$ cat src/rtl/core_exec_ctrl_if.sv
// Execute-stage signal bundle: decode handshake, ALU resolution, memory handshake,
// multi-cycle unit control and fetch redirect.
// Handshake rule: a beat transfers on a posedge where valid and ready are both high;
// valid never depends on ready, and once raised, valid holds with stable payload until the transfer.
interface core_exec_ctrl_if;
    logic        i_de_valid;
    logic        o_de_ready;
    logic        i_de_jump;
    logic        i_de_branch;
    logic        i_de_multi;
    logic        i_alu_pc_src;
    logic [29:0] i_alu_pc_target;
    logic        o_ex_valid;
    logic        o_mem_valid;
    logic        i_mem_ready;
    logic        o_mu_start;
    logic        i_mu_done;
    logic        o_flush;
    logic        o_redirect_valid;
    logic [29:0] o_redirect_pc;
    logic        i_redirect_ack;
    logic        o_wdt_err;

    modport slave (
        input  i_de_valid, i_de_jump, i_de_branch, i_de_multi,
        input  i_alu_pc_src, i_alu_pc_target, i_mem_ready, i_mu_done, i_redirect_ack,
        output o_de_ready, o_ex_valid, o_mem_valid, o_mu_start,
        output o_flush, o_redirect_valid, o_redirect_pc, o_wdt_err
    );

    modport master (
        output i_de_valid, i_de_jump, i_de_branch, i_de_multi,
        output i_alu_pc_src, i_alu_pc_target, i_mem_ready, i_mu_done, i_redirect_ack,
        input  o_de_ready, o_ex_valid, o_mem_valid, o_mu_start,
        input  o_flush, o_redirect_valid, o_redirect_pc, o_wdt_err
    );
endinterface

$ cat src/rtl/core_exec_ctrl.sv
// Execute-stage sequencer: single exec slot, branch/jump redirect with flush and kill window,
// multi-cycle parking. Optional multi-cycle watchdog enabled by defining CORE_EXEC_WDT_EN.
module core_exec_ctrl #(
    parameter int P_KILL_CNT   = 2,
    parameter int P_WDT_CYCLES = 64
) (
    input  logic             i_clk,
    input  logic             i_reset_n,
    core_exec_ctrl_if.slave  bus,
    output logic [1:0]       o_dbg_state
);
    typedef enum logic [1:0] {
        S_RUN   = 2'd0,
        S_MULTI = 2'd1,
        S_REDIR = 2'd2,
        S_KILL  = 2'd3
    } state_t;

    state_t      state;
    state_t      state_nxt;
    logic        r_valid;
    logic        r_jump;
    logic        r_branch;
    logic        r_multi;
    logic        r_flush;
    logic        r_out_en;
    logic [29:0] r_pc;
    logic [3:0]  r_kill_cnt;

    logic        accept;
    logic        retire;
    logic        redir_trig;
    logic        mu_done_eff;

    always_comb begin
        state_nxt        = state;
        bus.o_de_ready   = 1'b0;
        bus.o_mem_valid  = 1'b0;
        bus.o_mu_start   = 1'b0;
        retire           = 1'b0;
        redir_trig       = 1'b0;
        case (state)
            S_RUN: begin
                bus.o_mem_valid = r_valid & !r_multi;
                retire          = bus.o_mem_valid & bus.i_mem_ready;
                redir_trig      = retire & (r_jump | r_branch) & bus.i_alu_pc_src;
                bus.o_mu_start  = r_valid & r_multi;
                // r_out_en keeps every output at 0 for the first cycle out of reset
                bus.o_de_ready  = r_out_en & (!r_valid | (retire & !redir_trig));
                if (redir_trig)
                    state_nxt = S_REDIR;
                else if (r_valid & r_multi)
                    state_nxt = S_MULTI;
            end
            S_MULTI: begin
                if (mu_done_eff)
                    state_nxt = S_RUN;
            end
            S_REDIR: begin
                if (bus.i_redirect_ack)
                    state_nxt = (P_KILL_CNT == 0) ? S_RUN : S_KILL;
            end
            S_KILL: begin
                bus.o_de_ready = 1'b1;
                if (r_kill_cnt <= 4'd1)
                    state_nxt = S_RUN;
            end
            default: state_nxt = S_RUN;
        endcase
    end

    assign accept               = bus.i_de_valid & bus.o_de_ready & (state == S_RUN);
    assign bus.o_ex_valid       = r_valid;
    assign bus.o_flush          = r_flush;
    assign bus.o_redirect_valid = (state == S_REDIR);
    assign bus.o_redirect_pc    = r_pc;
    assign o_dbg_state          = state;

    always_ff @(posedge i_clk) begin
        if (!i_reset_n) begin
            state      <= S_RUN;
            r_valid    <= 1'b0;
            r_jump     <= 1'b0;
            r_branch   <= 1'b0;
            r_multi    <= 1'b0;
            r_flush    <= 1'b0;
            r_out_en   <= 1'b0;
            r_pc       <= 30'd0;
            r_kill_cnt <= 4'd0;
        end else begin
            state    <= state_nxt;
            r_out_en <= 1'b1;
            r_flush  <= redir_trig;
            if (redir_trig)
                r_pc <= bus.i_alu_pc_target;

            // Multi-cycle ops never carry control-flow flags
            if (accept) begin
                r_valid  <= 1'b1;
                r_multi  <= bus.i_de_multi;
                r_jump   <= bus.i_de_jump & !bus.i_de_multi;
                r_branch <= bus.i_de_branch & !bus.i_de_multi;
            end else if (retire) begin
                r_valid  <= 1'b0;
                r_multi  <= 1'b0;
                r_jump   <= 1'b0;
                r_branch <= 1'b0;
            end else if (mu_done_eff) begin
                r_multi <= 1'b0;
            end

            if (state == S_REDIR && bus.i_redirect_ack)
                r_kill_cnt <= 4'(P_KILL_CNT);
            else if (state == S_KILL && r_kill_cnt != 4'd0)
                r_kill_cnt <= r_kill_cnt - 4'd1;
        end
    end

`ifdef CORE_EXEC_WDT_EN
    logic [15:0] r_wdt_cnt;
    logic        r_wdt_err;
    logic        wdt_fire;

    // Fires in the P_WDT_CYCLES-th cycle spent in S_MULTI without a done
    assign wdt_fire      = (state == S_MULTI) & !bus.i_mu_done
                           & (r_wdt_cnt == 16'(P_WDT_CYCLES - 1));
    assign mu_done_eff   = (state == S_MULTI) & (bus.i_mu_done | wdt_fire);
    assign bus.o_wdt_err = r_wdt_err;

    always_ff @(posedge i_clk) begin
        if (!i_reset_n) begin
            r_wdt_cnt <= 16'd0;
            r_wdt_err <= 1'b0;
        end else begin
            if (state == S_MULTI && !mu_done_eff)
                r_wdt_cnt <= r_wdt_cnt + 16'd1;
            else
                r_wdt_cnt <= 16'd0;
            if (wdt_fire)
                r_wdt_err <= 1'b1;
        end
    end
`else
    assign mu_done_eff   = (state == S_MULTI) & bus.i_mu_done;
    // Constant 0 for any legal limit; keeps the parameter referenced in this build
    assign bus.o_wdt_err = (P_WDT_CYCLES < 0);
`endif

endmodule

$ cat src/flat_wrapper.sv
// flat-port wrapper written by rule: the top's interface ports become plain ports
module core_exec_ctrl_flat 
#(
    parameter int P_KILL_CNT   = 2,
    parameter int P_WDT_CYCLES = 64
)
  (i_clk, i_reset_n, o_dbg_state, bus_i_de_valid, bus_i_de_jump, bus_i_de_branch, bus_i_de_multi, bus_i_alu_pc_src, bus_i_alu_pc_target, bus_i_mem_ready, bus_i_mu_done, bus_i_redirect_ack, bus_o_de_ready, bus_o_ex_valid, bus_o_mem_valid, bus_o_mu_start, bus_o_flush, bus_o_redirect_valid, bus_o_redirect_pc, bus_o_wdt_err);
  core_exec_ctrl_if bus_i ();
  input  logic i_clk;
  input  logic i_reset_n;
  output logic [1:0] o_dbg_state;
  input wire logic [$bits(bus_i.i_de_valid)-1:0] bus_i_de_valid;
  input wire logic [$bits(bus_i.i_de_jump)-1:0] bus_i_de_jump;
  input wire logic [$bits(bus_i.i_de_branch)-1:0] bus_i_de_branch;
  input wire logic [$bits(bus_i.i_de_multi)-1:0] bus_i_de_multi;
  input wire logic [$bits(bus_i.i_alu_pc_src)-1:0] bus_i_alu_pc_src;
  input wire logic [$bits(bus_i.i_alu_pc_target)-1:0] bus_i_alu_pc_target;
  input wire logic [$bits(bus_i.i_mem_ready)-1:0] bus_i_mem_ready;
  input wire logic [$bits(bus_i.i_mu_done)-1:0] bus_i_mu_done;
  input wire logic [$bits(bus_i.i_redirect_ack)-1:0] bus_i_redirect_ack;
  output wire logic [$bits(bus_i.o_de_ready)-1:0] bus_o_de_ready;
  output wire logic [$bits(bus_i.o_ex_valid)-1:0] bus_o_ex_valid;
  output wire logic [$bits(bus_i.o_mem_valid)-1:0] bus_o_mem_valid;
  output wire logic [$bits(bus_i.o_mu_start)-1:0] bus_o_mu_start;
  output wire logic [$bits(bus_i.o_flush)-1:0] bus_o_flush;
  output wire logic [$bits(bus_i.o_redirect_valid)-1:0] bus_o_redirect_valid;
  output wire logic [$bits(bus_i.o_redirect_pc)-1:0] bus_o_redirect_pc;
  output wire logic [$bits(bus_i.o_wdt_err)-1:0] bus_o_wdt_err;
  assign bus_i.i_de_valid = bus_i_de_valid;
  assign bus_i.i_de_jump = bus_i_de_jump;
  assign bus_i.i_de_branch = bus_i_de_branch;
  assign bus_i.i_de_multi = bus_i_de_multi;
  assign bus_i.i_alu_pc_src = bus_i_alu_pc_src;
  assign bus_i.i_alu_pc_target = bus_i_alu_pc_target;
  assign bus_i.i_mem_ready = bus_i_mem_ready;
  assign bus_i.i_mu_done = bus_i_mu_done;
  assign bus_i.i_redirect_ack = bus_i_redirect_ack;
  assign bus_o_de_ready = bus_i.o_de_ready;
  assign bus_o_ex_valid = bus_i.o_ex_valid;
  assign bus_o_mem_valid = bus_i.o_mem_valid;
  assign bus_o_mu_start = bus_i.o_mu_start;
  assign bus_o_flush = bus_i.o_flush;
  assign bus_o_redirect_valid = bus_i.o_redirect_valid;
  assign bus_o_redirect_pc = bus_i.o_redirect_pc;
  assign bus_o_wdt_err = bus_i.o_wdt_err;
  core_exec_ctrl #(.P_KILL_CNT(P_KILL_CNT), .P_WDT_CYCLES(P_WDT_CYCLES)) u_core (.i_clk(i_clk), .i_reset_n(i_reset_n), .bus(bus_i), .o_dbg_state(o_dbg_state));
endmodule
$ cat config.mk
export PLATFORM = sky130hd
export DESIGN_NAME = core_exec_ctrl_flat
export DESIGN_NICKNAME = d
export VERILOG_FILES = /design/src/rtl/core_exec_ctrl_if.sv /design/src/rtl/core_exec_ctrl.sv /design/src/flat_wrapper.sv
export SDC_FILE = /design/constraint.sdc
export NUM_CORES = 1
export LEC_CHECK = 0
export CAP_MARGIN = 10
export CORE_AREA = 2 2 73 75
export DETAILED_ROUTE_END_ITERATION = 8
export DIE_AREA = 0 0 75 77
export GPL_TIMING_DRIVEN = 0
export HOLD_SLACK_MARGIN = 0.05
export PLACE_DENSITY = 0.73
export SLEW_MARGIN = 40
export SYNTH_ARGS = -nofsm -noshare
export SYNTH_HDL_FRONTEND = slang
export SYNTH_SLANG_ARGS = --single-unit
$ cat constraint.sdc
create_clock -name i_clk -period 1.5 [get_ports i_clk]
set_clock_uncertainty 0.1 [all_clocks]
set_input_delay 0.225 -clock i_clk [delete_from_list [all_inputs] [get_ports i_clk]]
set_output_delay 0.225 -clock i_clk [all_outputs]
set_load 0.01 [all_outputs]
# Word level (Yosys, flattened, before mapping)
# Index checks and enable logic that the tools add are counted.
[word_totals]
register_bits = 42
latchBits = 0
output_inout_bits = 39
wordCells = 68
n_memories = 0
input_bits = 40
mem_bits_ro = 0
ram_bits = 0
[op_classes]
n_addsub = 1
n_lt_le_gt_ge = 1
n_bitwise = 15
shifts = 0
eq_ne = 7
n_div = 0
n_mux = 21
n_reduce_logical = 13
mul = 0
[ops]
columns = ["operator", "count"]
rows = [
  ["2-to-1 mux 2 bit", 7],
  ["AND 1 bit", 12],
  ["2-to-1 mux 1 bit", 12],
  ["case mux 2 bit (4 select lines)", 1],
  ["== test 2 bit, second input constant", 2],
  ["<= comparator 4 x 1 -> 1 bit, second input constant", 1],
  ["zero test 1 bit", 4],
  ["inequality test 2 x 1 -> 1 bit, second input constant", 2],
  ["AND reduction 4 bit", 1],
  ["nonzero test 2 bit", 2],
  ["nonzero test 4 bit", 1],
  ["subtractor 4 x 1 -> 4 bit, second input constant", 1],
  ["inequality test 3 x 1 -> 1 bit, second input constant", 1],
  ["nonzero test 3 bit", 1],
  ["== test 2 x 1 -> 1 bit, second input constant", 1],
  ["logical AND 1 bit", 2],
  ["zero test 2 bit", 1],
  ["inequality test 2 bit, second input constant", 1],
  ["bitwise OR 1 bit", 2],
  ["case mux 1 bit (2 select lines)", 1],
  ["OR reduction 2 bit", 1],
  ["NOT 1 bit", 1],
]

# Longest topological paths before layout
[logic_depth]
word_depth = 13
ltp_mapped = 8
ltp_nobuf = 6

# Worst setup path after synthesis
# OpenSTA, ideal clock, no wires.
[synth_path]
kind = "register -> register"
from = "register u_core.state[0] (netlist: u_core.o_dbg_state[0])"
to = "register u_core.r_pc[0] (netlist: u_core.bus.o_redirect_pc[0])"
required_time_ns = 1.268
setup_ns = 0.132
setup_slack_ns = -0.169
path_stages_with_launch = 9
synth_period_minus_slack_ns = 1.669
n_path_buf = 2
arrival_ns = 1.436
cell_sequence = "dfxtp_1 -> inv_1 -> ha_1 -> nand4b_1 -> or2_1 -> buf_2 -> buf_6 -> nand2_1 -> a21oi_1"
[synth_via]
elab_chain_len = 2
[synth_lines]
columns = ["element", "line_no", "source"]
rows = [
  ["start: declaration", "core_exec_ctrl.sv:19", "state_t state;"],
  ["start signal: assignment", "core_exec_ctrl.sv:91", "state <= state_nxt;"],
  ["zero test 2 bit", "core_exec_ctrl.sv:42", "case (state)"],
  ["2-to-1 mux 1 bit", "core_exec_ctrl.sv:42", ""],
  ["end signal: assignment", "core_exec_ctrl.sv:95", "r_pc <= bus.i_alu_pc_target;"],
  ["end: declaration", "core_exec_ctrl.sv:27", "logic [29:0] r_pc;"],
]
# No other way between the ends.
# A chain may end at the register's enable or synchronous reset.

# Final worst setup path
[layout_path]
from = "register u_core.state[0] (netlist: u_core.o_dbg_state[0])"
to = "register u_core.r_pc[1] (netlist: u_core.bus.o_redirect_pc[1])"
# Same word-level chain as after synthesis.

==> results.py <==
metrics = {
    "detailed_routing": {
        "num_vias": 1780,
        "dr.pass1.iters": 4,
        "wl_mm": 4.563,
        "wl_per_cell_um": 11.73,
        "vias_per_cell": 4.576,
        "first_iter_violations": 69,
        "drcViolationCount": 0,
        "antenna_left": 0,
    },
    "die": {
        "core_mm2": 0.004977,
        "core.rowCount": 26,
        "die_w_um": 75,
        "num_io_pins": 79,
        "start_util_pct": 35.95,
        "die-area_mm2": 0.005775,
        "fp.dieH_um": 77,
    },
    "worst_setup_path": {
        "r2r_slack_ps": -190,
        "worstSetupEndpoint": "u_core.bus.o_redirect_pc[1]$_SDFFE_PN0P_",
        "cp-startpoint": "u_core.o_dbg_state[0]$_SDFFE_PN0P_",
        "r2r_start": "u_core.o_dbg_state[0]$_SDFFE_PN0P_",
        "crit_type": "flip-flop to flip-flop",
        "cp-end-kind": "flip-flop",
        "worstPathArrival_ps": 1740,
        "worst_ep_required_time_ps": 1550,
        "r2r_cells": 7,
        "startpoint_type": "flip-flop",
        "worstPathMaxFanout": 10,
        "r2r-end": "u_core.bus.o_redirect_pc[1]$_SDFFE_PN0P_",
    },
    "layout": {
        "syn2layout_area_growth_pct": 68.95,
        "drive_gt1_share_pct": 20.38,
        "instances_no_fill": 389,
        "fin_nets": 365,
        "n_antenna_cell": 0,
    },
    "placed_design": {
        "place_inst": 364,
        "place.detailed.hpwl_mm": 3.043,
        "gp_congestion": 0.7775,
        "numPortBuffers": 77,
    },
    "grt": {
        "grt.total_usage_pct": 15.99,
        "grt_pass1_wl_mm": 7.217,
        "grt_pass1_vias": 1577,
        "antenna_found_initial": 0,
        "grt_overflow": 0,
        "grt_start_max_net_pins": 14,
    },
    "timing": {
        "rsz0062_at_grt": "true",
        "fin_crit_ps": 1686,
        "fin_ws_ps": -185.9,
        "hold_violations": 0,
        "fmax_ghz": 0.5931,
        "finalSetupViolCount": 36,
        "hold_ws_ps": 349.4,
        "finalCritPeriodShare_pct": 112.4,
        "slew_violations": 0,
    },
    "cts": {
        "hold_buffers": 0,
        "clkTransAtPathRegs_ps": 80,
        "htreeDepth": 2,
        "ctsRootBufferMaster": "clkbuf_8",
        "cts_tree": "done",
        "cts_buffers": 5,
        "clock-sinks": 42,
        "clockBufferDepth": 2,
        "clk_latency_ps": 290,
    },
    "power_and_ir_drop": {
        "powerDensity_mw_per_mm2": 959.4,
        "p_leak_nw": 1.377,
        "switchingPower_w": 0.0007767,
        "p_clk_share_pct": 30.6,
        "pwr-share-comb_pct": 27.6,
        "switching_share_pct": 26.78,
        "seqPwrFrac_pct": 41.8,
        "peakVddDrop_v": 0.0006246,
        "internal-power_w": 0.002124,
    },
    "yosys": {
        "syn_area_per_cell_um2": 8.245,
        "syn_nets": 264,
        "synth_area_mm2": 0.001789,
        "yosys_warnings": 0,
        "synth_area_leaders": "dfxtp_1 (47%), nand2_1 (15%), a21oi_1 (9.5%)",
        "yosys.area.top_type": "dfxtp_1",
        "ys_seq_elements": 42,
        "synth_cell_types": 33,
        "yosysSeqAreaShare_pct": 46.99,
        "synth_top_area_share_pct": 46.99,
        "synthCells": 217,
    },
    "outcome": {
        "violations": "negative setup slack",
        "status": "finished, violations left",
    },
    "run": {
        "cap_viol_max_count": 0,
    },
    "min_path": {
        "hp-class": "flip-flop to flip-flop",
    },
}
## cell type report
class,instances,area [um2]
repair buffers,95,887.1
fillers,475,1954
plain buffers,11,86.33
inverters,8,35.03
well taps,70,87.58
flip-flops and latches,42,854.6
clock inverters,2,36.28
multi-input cells,155,963.4
clock buffers,6,72.57
## cell families after synthesis
kind of cell | after synthesis | share of synthesized area, %
buf+inv | 20 | 5.944
simple gates | 92 | 21.47
fa+ha+maj | 7 | 4.895
xor+xnor | 3 | 1.469
compound gates | 46 | 15.59
flops | 42 | 46.99
mux | 6 | 3.427
other cells | 1 | 0.2096
## sequential cells by signal (all words and copies together) (netlist names)
register	count
u_core.o_dbg_state	2
u_core.bus.o_ex_valid	1
u_core.r_out_en	1
u_core.r_branch	1
u_core.bus.o_flush	1
u_core.r_jump	1
u_core.r_multi	1
u_core.bus.o_redirect_pc	30
u_core.r_kill_cnt	4
## per-stage QoR
stage               setup slack, ps  total power, W  TNS (ps)  utilization [%]  cell area (um2)
global route                 -261.1        0.003058     -7914            60.73             3023
detailed placement           -534.4        0.001829    -14990            53.92             2684
global placement             -530.5        0.001830    -15140            53.92             2684
floorplan                    -52.51        0.001558     -1386                -             1826
CTS                          -139.5        0.002801     -3978            58.14             2894
finish                       -185.9        0.002900     -5314            60.73             3023
## worst max-delay path, stage by stage, from the launching register on
cell and delay, ps:
dfxtp_4 360, inv_4 80, ha_4 160, nand4b_1 240, or2_4 350, buf_8 150, nand2_1 60, a21oi_1 60
## what timing repair did
item / in CTS / in global routing
buffers inserted: 8 / 10
resized for setup: 64 / 24
setup endpoints to repair: 65 / 52
pin swaps: 9 / 6
## cell usage in the layout (no fill, tap or decap), types with 2 or more instances in the layout
cell type	n
dfxtp_2	5
buf_4	18
dlygate4sd2_1	23
o211ai_1	2
nand4b_1	3
clkbuf_8	5
xor2_1	2
buf_6	7
mux2i_1	5
ha_1	2
clkbuf_2	3
dlymetal6s2s_1	9
clkbuf_1	5
nand3b_1	2
inv_4	3
dfxtp_1	35
ha_4	5
nor2_1	6
nand3_1	3
inv_1	4
inv_2	2
clkdlybuf4s50_1	39
buf_2	2
dfxtp_4	2
nand2_1	71
a21oi_1	33
## Yosys cell counts, drive strengths merged
library cell	count
nand2	72
dfxtp	42
a21oi	34
buf	8
inv	8
ha	7
nor2	7
mux2i	5
clkbuf	4
nand3	3
nand4b	3
nand3b	2
o211ai	2
o31ai	2
xor2	2
a211oi	1
and3	1
conb	1
mux2	1
nand2b	1
nor3	1
nor3b	1
o2111ai	1
o21a	1
o21ai	1
o21ba	1
o221ai	1
o22ai	1
o311ai	1
or2	1
xnor2	1
## worst min-delay path by stage
stage                                               from  depth (start not counted)                                         to  slack [ps]
2_1_floorplan                                  i_reset_n                          0                    u_core.r_out_en$_DFF_P_         150
3_3_place_gp    u_core.bus.o_redirect_pc[9]$_SDFFE_PN0P_                          2   u_core.bus.o_redirect_pc[9]$_SDFFE_PN0P_         340
3_5_place_dp   u_core.bus.o_redirect_pc[12]$_SDFFE_PN0P_                          2  u_core.bus.o_redirect_pc[12]$_SDFFE_PN0P_         340
4_1_cts                                        i_reset_n                          1                    u_core.r_out_en$_DFF_P_         340
5_1_grt                                        i_reset_n                          1                    u_core.r_out_en$_DFF_P_         350
6_report       u_core.bus.o_redirect_pc[12]$_SDFFE_PN0P_                          2  u_core.bus.o_redirect_pc[12]$_SDFFE_PN0P_         350
## power by group through the flow
stage          Sequential [W]  Clock (W)  Combinational, W
3_3_place_gp          0.00124          0          0.000588
4_1_cts               0.00121   0.000920          0.000670
5_1_grt               0.00122   0.000977          0.000865
6_report              0.00121   0.000887          0.000801
3_5_place_dp          0.00124          0          0.000587
2_1_floorplan         0.00125          0          0.000312
## per-layer routing
metal,wire (um),GRT usage [%],part of all wire (%),vias up
met3,366,6.702,8.0,2
met2,2142,24.39,47,57
met5,0,0,0,-
li1,-,-,-,918
met4,15,3.750,0.33,0
met1,2038,20.85,45,803
Note: power is estimated with default switching activity, not from simulation.
